`src/rtl/alu_serial_ctrl.sv`:
```
// alu_serial_ctrl: bit-serial sequencer driving a single external 1-bit ALU slice.
// Operands are latched on start and walked LSB-first, one bit per clock, with the
// slice carry-out fed back as the next bit's carry-in.
module alu_serial_ctrl #(
    parameter int unsigned WIDTH = 8
) (
    input  logic             clk,
    input  logic             reset,
    input  logic             start,
    input  logic [WIDTH-1:0] A,
    input  logic [WIDTH-1:0] B,
    input  logic [2:0]       control,
    output logic             slice_a,
    output logic             slice_b,
    output logic             slice_cin,
    output logic [2:0]       slice_control,
    input  logic             slice_out,
    input  logic             slice_cout,
    output logic             busy,
    output logic             done,
    output logic [WIDTH-1:0] result,
    output logic             carryout,
    output logic             overflow,
    output logic             zero,
    output logic             negative
);

    localparam int unsigned IDX_W = (WIDTH > 1) ? $clog2(WIDTH) : 1;
    localparam logic [IDX_W-1:0] IDX_LAST = IDX_W'(WIDTH - 1);

    typedef enum logic [1:0] {
        S_IDLE = 2'd0,
        S_RUN  = 2'd1,
        S_DONE = 2'd2
    } state_t;

    state_t             state_q, state_d;
    logic [IDX_W-1:0]   idx_q, idx_d;
    logic [WIDTH-1:0]   a_q, a_d;
    logic [WIDTH-1:0]   b_q, b_d;
    logic [2:0]         ctrl_q, ctrl_d;
    logic               carry_q, carry_d;
    logic [WIDTH-1:0]   result_q, result_d;
    logic               carryout_q, carryout_d;
    logic               overflow_q, overflow_d;

    // Slice drive: current bit of the latched operands plus the carry register.
    assign slice_a       = a_q[idx_q];
    assign slice_b       = b_q[idx_q];
    assign slice_cin     = carry_q;
    assign slice_control = ctrl_q;

    // Status decoded straight from registered state.
    assign busy     = (state_q == S_RUN);
    assign done     = (state_q == S_DONE);
    assign result   = result_q;
    assign carryout = carryout_q;
    assign overflow = overflow_q;
    assign zero     = (result_q == '0);
    assign negative = result_q[WIDTH-1];

    // Next-state and datapath update for the serial walk.
    always_comb begin
        state_d    = state_q;
        idx_d      = idx_q;
        a_d        = a_q;
        b_d        = b_q;
        ctrl_d     = ctrl_q;
        carry_d    = carry_q;
        result_d   = result_q;
        carryout_d = carryout_q;
        overflow_d = overflow_q;

        case (state_q)
            S_IDLE: begin
                if (start) begin
                    a_d      = A;
                    b_d      = B;
                    ctrl_d   = control;
                    idx_d    = '0;
                    carry_d  = control[0];
                    result_d = '0;
                    state_d  = S_RUN;
                end
            end
            S_RUN: begin
                result_d[idx_q] = slice_out;
                carry_d         = slice_cout;
                if (idx_q == IDX_LAST) begin
                    carryout_d = slice_cout;
                    overflow_d = (slice_cin ^ slice_cout) & ~ctrl_q[2];
                    idx_d      = '0;
                    state_d    = S_DONE;
                end else begin
                    idx_d = idx_q + IDX_W'(1);
                end
            end
            S_DONE: begin
                state_d = S_IDLE;
            end
            default: begin
                state_d = S_IDLE;
            end
        endcase
    end

    // State and datapath registers; reset abandons any operation in flight.
    always_ff @(posedge clk or posedge reset) begin
        if (reset) begin
            state_q    <= S_IDLE;
            idx_q      <= '0;
            a_q        <= '0;
            b_q        <= '0;
            ctrl_q     <= '0;
            carry_q    <= 1'b0;
            result_q   <= '0;
            carryout_q <= 1'b0;
            overflow_q <= 1'b0;
        end else begin
            state_q    <= state_d;
            idx_q      <= idx_d;
            a_q        <= a_d;
            b_q        <= b_d;
            ctrl_q     <= ctrl_d;
            carry_q    <= carry_d;
            result_q   <= result_d;
            carryout_q <= carryout_d;
            overflow_q <= overflow_d;
        end
    end

endmodule

```
`config.mk`:
```
export PLATFORM = sky130hd
export DESIGN_NAME = alu_serial_ctrl
export DESIGN_NICKNAME = d
export VERILOG_FILES = /design/src/rtl/alu_serial_ctrl.sv
export SDC_FILE = /design/constraint.sdc
export NUM_CORES = 1
export LEC_CHECK = 0
export BUFFER_PORTS_ARGS = -buffer_cell sky130_fd_sc_hd__buf_2
export CORE_MARGIN = 2
export CORE_UTILIZATION = 52
export DETAILED_ROUTE_END_ITERATION = 8
export PLACE_DENSITY_LB_ADDON = 0.05
export RECOVER_POWER = 25
export SETUP_SLACK_MARGIN = 0.4
export SYNTH_ARGS = -nofsm -noshare
export SYNTH_HDL_FRONTEND = slang
export SYNTH_SLANG_ARGS = --single-unit
```
`constraint.sdc`:
```
create_clock -name clk -period 1.56 [get_ports clk]
set_input_delay 0.312 -clock clk [delete_from_list [all_inputs] [get_ports clk]]
set_output_delay 0.312 -clock clk [all_outputs]
set_load 0.005 [all_outputs]
```
== After elaboration in Yosys (flattened, before gate mapping) ==
Cells that the tools add are included.
Storage, ports and cells
  register bits after elaboration: 35
  latch bits: 0
  RAM bits: 0
  bits in read-only memories: 0
  input port bits: 24
  logic and storage cells: 45
  memories kept: 0
Operators by class
  add/subtract/negate cells: 1
  multipliers: 0
  divide/modulo/power cells: 0
  order comparisons: 2
  eq/ne operators: 5
  shift operators: 0
  multiplexer cells: 17
  bitwise operators: 3
  reductions and logical operators: 8
Operators with widths (count)
  $pmux 8 s2: 1
  $bwmux 8: 1
  $logic_not 8->1: 1
  $mux 8: 1
  $reduce_and 2->1: 4
  $bmux 1 s3: 2
  $mux 3: 2
  $pmux 3 s2: 1
  $lt 3x4->1 const B: 1
  $mux 1: 4
  $mux 2: 2
  $pmux 2 s2: 1
  $add 3x1->3 const B: 1
  $demux 1 s3: 1
  $eq 3x3->1 const B: 1
  $ge 3x1->1 const B: 1
  $eq 2x1->1 const B: 1
  $eq 2x2->1 const B: 1
  $logic_not 2->1: 1
  $ne 2x1->1 const B: 1
  $ne 2x2->1 const B: 1
  $pmux 1 s2: 1
  $reduce_bool 2->1: 1
  $and 1x1->1: 1
  other kinds (3): 3

== Depth between registers and ports, before layout ==
Gate-level depths: netlist (run 1).
  word-level depth: 6
  mapped depth: 5
  depth with buffers taken out: 5

== Least setup slack after synthesis (run 1) ==
Ideal clock, no wire load.
  kind: register to output
  start: reg idx_q[0]
  end: out slice_b
  arrival time: 1.168 ns
  setup slack: 0.080 ns
  stages on the path, launching flop included: 5
  path through: dfrtp_1 buf_6 mux2_4 a221oi_1 o21ai_1
Between the ends
  word-level cells in the longest chain between the ends: 2
Ends and longest elaborated chain
  start: declaration: line 38  | logic [IDX_W-1:0] idx_q, idx_d;
  start signal: assignment: line 121  | idx_q <= idx_d;
  $bmux 1 s3: line 49  | assign slice_b = b_q[idx_q];
  $mux 1 (implied by the code): line 49
  end: declaration: line 14  | output logic slice_b,
Every way passes these cells. The select of a mux whose other input is x is not followed.

== Worst setup path after layout (run 1) ==
Same ends and word-level chain as after synthesis.

==> out/results.txt, run 1 <==
status: complete, but fails checks
failing checks: setup timing
CTS sink cnt: 35
layout cells sized above 1: 0.6810
Max Cap Violations: 0
Register Area: 878.3 um2
CTS tree: done
die area: 3741 um2
number of enable flip-flop cells after synthesis: 0
leak pwr: 1.381 nW
most frequent cells after synthesis: dfrtp_1 (35), mux2_2 (21), o21ai_0 (9)
vias in the first global route: 1,535
DRC Markers: 0
detailed placer's ending HPWL: 2374 um
CTS Buf Count: 5
largest net degree at the start of global routing: 36
crit path DAT: 1.70 ns
prevailing post-synth register cell: dfrtp_1
GRT overflow: 0
Synth cell types: 37
area of the multi-input gates: 929.6 um2
cell row count: 20
dpl cells: 223
clock skew: 0.03140 ns
Final ANT Viol Nets: 0
Worst-path clk slew: 0.14 ns
Power Total: 6.150 mW
DR WL/cell: 22.20 um
first-pass GRT wire length: 7431 um
Ant. Diodes: 0
Syn Nets: 162
CTS Hold Bufs: 0
DRT iter0 DRCs: 106
initial antenna violation count: 0
area delta synth->final: 62.67%
clk root buf: clkbuf_4
synthesized area per cell: 12.49 um2
Clock Latency Late Sink: 0.37 ns
Boundary Pins: 44
Final setup viols: 22
Final Wtd Congestion: 0.7877
post-DR vias/cell: 5.924
setup repair after global routing missed its margin: yes
critical path peak fanout: 6
Max Fclk: 496.5 MHz
Slew HR: 0.4105
aggregate global-route resource usage: 0.2822
Worst Setup Slack, final: -0.4542 ns
Ys Warns: 0
final std cells w/o fill: 276
ranking of synthesized cells by area: dfrtp_1 (52%), mux2_2 (14%), o21ai_0 (2.7%)
final core area utilization: 0.8980
Max Slew Vio Count: 0
chip width: 61.16 um
Starting Density: 0.5520
CTS Buffer Depth: 2
DRT Pass-1 Iters: 4
kind of critical path: reg2out
Worst Tran Pin Value: 0.8842 ns
Routed WL: 6127 um
H-tree Lvls: 2
cell area after synthesis: 1699 um2
I/O Buffers: 43
post-layout minimum cycle time: 2.014 ns
pwr/cell area: 2225 nW/um2
Layout Nets: 257
Req. time, crit path: 1.25 ns
CP endpoint kind: primary output
flops & latches, synth: 35
synthesized instance count: 136
FFs w/ async S/R, synth: 1.000
DR vias: 1,635
# fillers: 132
Final period util: 1.291
Seq/Total Area, Yosys: 0.5155
Synth area leader: dfrtp_1
share of Yosys cell area claimed by the top area cell type: 0.5155
Max VDD drop: 1.332 mV
DIE HEIGHT: 61.16 um
Hold Path Class: in2reg
final hold vios: 0
Worst Setup Start Kind: flip-flop
placeable core area: 3078 um2
most instantiated library cell after synthesis: dfrtp_1
-- sequential cells by signal, indices dropped and copies added, names as in the netlist --
| signal | cells |
|---|---|
| result | 8 |
| slice_cin | 1 |
| slice_control | 3 |
| b_q | 8 |
| idx_q | 3 |
| carryout | 1 |
| state_q | 2 |
| a_q | 8 |
| overflow | 1 |
-- stage by stage --
step | instance area [um2] | setup TNS (ns) | hold slack, ns | setup WS (ns)
floorplan | 1814 | 0 | 0.4600 | 0.1419
global placement | 2088 | -0.1237 | 0.4195 | -0.06752
detailed placement | 2088 | -0.2233 | 0.4509 | -0.1157
CTS | 2581 | -2.212 | 0.04932 | -0.4310
global route | 2764 | -3.251 | 0.1460 | -0.5105
finish | 2764 | -2.532 | 0.1585 | -0.4542
-- power breakdown --
part	switching, mW	leakage (nW)	internal (mW)	total (mW)
Combinational	1.56	0.907	2.17	3.72
Sequential	0.359	0.426	1.33	1.69
Clock	0.356	0.0482	0.379	0.735
Total	2.27	1.38	3.88	6.15
-- cell families (layout without fill, tap and decap cells) --
| group | count (synthesis) | in the layout | synth area share |
|---|---|---|---|
| simple gates | 29 | 29 | 0.1127 |
| fa+ha+maj | 2 | 2 | 0.01473 |
| mux | 24 | 24 | 0.1745 |
| flops | 35 | 35 | 0.5155 |
| compound gates | 28 | 29 | 0.1200 |
| buf+inv | 17 | 112 | 0.05743 |
| xor+xnor | 1 | 1 | 0.005156 |
-- cells in the final DEF, fill, tap and decap left out, drive strengths merged, types with 6 or more instances in the layout --
cell	synthesis	layout
buf	9	95
dfrtp	35	35
mux2	22	22
o21ai	10	10
clkbuf	1	8
inv	7	7
nand2	6	6
-- final timing paths --
kind	start	end	slack (ns)	cells past startpoint
max	idx_q[0]	slice_b	-0.45	4
min reg2reg	b_q[6]	b_q[6]	0.53	1
min	A[0]	a_q[0]	0.16	2
max in group asynchronous	reset	state_q[1]	0.79	3
min in group asynchronous	reset	result[7]	0.17	3
max reg2reg	idx_q[0]	carryout	-0.28	7
-- area by class of cell --
type                    instances  area share
clock buffers                   6     0.01856
well taps                      44     0.01992
flip-flops and latches         35      0.3178
clock inverters                 2     0.01268
inverters                       7     0.01041
multi-input cells              85      0.3364
repair buffers                 97      0.2843
-- critical path, cell delays in order (launching register included) --
cell and delay, ns:
dfrtp_2 0.49, mux2_4 0.33, a221oi_2 0.27, o21ai_1 0.10
buf_2 0.14
-- routing by layer --
layer  up-vias  global-route usage  routed length [um]
met1       805              0.3159                2114
li1        688                   -                   -
met3        33             0.07563                 438
met5         -                   0                   0
met2       109              0.4939                3201
met4         0              0.1398                 371
-- timing repair --
item / CTS / global route
resized for setup: 36 / 19
gates cloned: 4 / 0
hold endpoints to repair: 0 / 0
setup endpoints to repair: 54 / 55
buffers inserted: 26 / 15
pin swaps: 5 / 5
(Power assumes the default switching activity.)
==> run 2, diff against run 1 <==
==> constraint.sdc (replaced) <==
create_clock -name clk -period 1.56 [get_ports clk]
set_input_delay 0.39 -clock clk [delete_from_list [all_inputs] [get_ports clk]]
set_output_delay 0.39 -clock clk [all_outputs]
set_load 0.005 [all_outputs]
==> run 2 against run 1 <==
  * The run still ends with setup timing left
  * Critical path type unchanged
  * Sequential power hardly changed
  * Power is 10% lower
  * Fmax is 0.90% higher
  * Critical path depth stayed put
  * Design area is 5.1% lower
  * Register-to-register slack better by 0.09 ns
  * Clock-buffer cell count stayed put
  * Clock skew is 0.023 ns lower
  * Core utilization is 4.6 points lower
  * Via count is 9.2% lower
==> out/results.txt, run 2 (synthesis gave the netlist of run 1 again) <==
chip width: 61.16 um (unchanged)
R2R depth: 6 (-1)
Worst Setup Slack, final: -0.4362 ns (+0.01805 ns)
final std cells w/o fill: 263 (-4.7%)
Starting Density: 0.5520 (unchanged)
dpl cells: 222 (-0.45%)
CTS tree: done
Worst Tran Pin Value: 0.8539 ns (-0.03034 ns)
Max Cap Violations: 0 (unchanged)
failing checks: setup timing
Layout Nets: 245 (-4.7%)
final core area utilization: 0.8520 (-0.04593)
die area: 3741 um2 (unchanged)
Max Slew Vio Count: 0 (unchanged)
dpl cell area: 2092 um2 (+0.18%)
capturing point of the worst reg2reg path: carryout
crit-path leading delay family: flip-flops
slowest cell delay on critical path: 0.48 ns (about the same)
pwr/cell area: 2107 nW/um2 (-5.3%)
CTS Buffer Depth: 2 (unchanged)
CTS Buf Count: 5 (unchanged)
Slew HR: 0.4298 (+0.01930)
leak pwr: 1.308 nW (-5.3%)
GRT met2 Usage: 0.4073 (-0.08663)
placeable core area: 3078 um2 (unchanged)
DR vias: 1,485 (-9.2%)
initial antenna violation count: 0 (unchanged)
clock skew: 0.008853 ns (-0.02254 ns)
Boundary Pins: 44 (unchanged)
R2R Setup Slk: -0.19 ns (+0.09 ns)
aggregate global-route resource usage: 0.2243 (-0.05783)
vias in the first global route: 1,278 (-17%)
Final period util: 1.280 (-0.01157)
Max VDD drop: 1.198 mV (-10%)
Hold Path Class: in2async
Worst-path clk slew: 0.10 ns (-0.04 ns)
setup TNS: -1.727 ns (+0.8053 ns)
crit path DAT: 1.61 ns (-0.09 ns)
CTS sink cnt: 35 (unchanged)
H-tree Lvls: 2 (unchanged)
DRC Markers: 0 (unchanged)
largest net degree at the start of global routing: 20 (-44%)
Final setup viols: 10 (-55%)
detailed placer's ending HPWL: 2521 um (+6.2%)
Max Fclk: 501.0 MHz (+0.90%)
Final Wtd Congestion: 0.7862 (-0.19%)
first-pass GRT wire length: 5940 um (-20%)
most frequent cells in the layout: buf_2 (37), dfrtp_1 (33), buf_4 (22)
crit-path cells: mux2_4, a221oi_2, o21ai_1, buf_2
Crit-path slowest cell: dfrtp_2
Clock Latency Late Sink: 0.34 ns (-0.03 ns)
I/O Buffers: 43 (unchanged)
Routed WL: 4988 um (-19%)
commonest non-fill, non-tap cell in the layout: buf_2
grt peak-use layer: met2
post-layout minimum cycle time: 1.996 ns (-0.01805 ns)
critical path peak fanout: 5 (-1)
cell depth of the worst setup path: 4 (unchanged)
status: complete, but fails checks
DIE HEIGHT: 61.16 um (unchanged)
Final ANT Viol Nets: 0 (unchanged)
clk root buf: clkbuf_4
kind of critical path: reg2out
setup repair after global routing missed its margin: yes
cell row count: 20 (unchanged)
final hold vios: 0 (unchanged)
post-DR vias/cell: 5.646 (-4.7%)
pre-CTS setup slack: -0.07290 ns (+0.04277 ns)
met3 Use GR: 0.03782 (-0.03782)
DRT iter0 DRCs: 77 (-27%)
Ant. Diodes: 0 (unchanged)
DRT Pass-1 Iters: 4 (unchanged)
WHS: 0.1013 ns (-0.05718 ns)
CTS Hold Bufs: 0 (unchanged)
reg2reg start: idx_q[1]
Buffers & Inverters on Critical Path: 1 (unchanged)
DR WL/cell: 18.97 um (-15%)
GRT overflow: 0 (unchanged)
CP endpoint kind: primary output
Power Total: 5.526 mW (-10%)
Worst Setup Start Kind: flip-flop
area delta synth->final: 54.34%
Req. time, crit path: 1.17 ns (-0.08 ns)
GR Util met1: 0.2684 (-0.04754)
layout cells sized above 1: 0.6347 (-0.04633)
Final Cell Area: 2623 um2 (-5.1%)
run 2: cell types whose count changed in the layout (fill, tap and decap cells not counted), moves of 2 or more:
cell / before / now
buf_2: 39 / 37
o21ai_0: 0 / 6
o21ai_2: 7 / 1
buf_4: 32 / 22
run 2: cell type report:
type | count | area (um2)
Fill cell | 161 | 455.4
Tap cell | 44 | 55.05
Multi-Input combinational cell | 85 | 903.4
Timing Repair Buffer | 85 | 699.4
Inverter | 7 | 30.03
Sequential cell | 35 | 878.3
Clock buffer | 6 | 51.30
Clock inverter | 1 | 5.005
run 2: how the worst max path moves through the flow:
| stage | from | end |
|---|---|---|
| final | idx_q[0] | slice_b |
| after detailed placement | idx_q[0] | slice_b |
| after global routing | idx_q[0] | slice_b |
| after global placement | idx_q[0] | slice_b |
| after CTS | idx_q[0] | slice_b |
| after floorplan | idx_q[0] | slice_b |
run 2: metal layers:
metal  routed length (um)  part of all wire
met5                    0                 0
met4                  197             0.039
met3                  260             0.052
met2                 2672              0.54
met1                 1857              0.37
run 2: timing repair:
item                       4_1_cts  5_1_grt
resized for setup               20       19
setup buffers                   18       12
setup endpoints to repair       54       55
gates cloned                     1        3
hold endpoints to repair         0        0
pin swaps                        9        1
run 2: report_power, final:
part	internal (mW)	leakage [nW]	switching (mW)	total, mW
logic	2.00	0.848	1.34	3.34
clock network	0.209	0.0341	0.297	0.505
registers	1.33	0.426	0.346	1.68
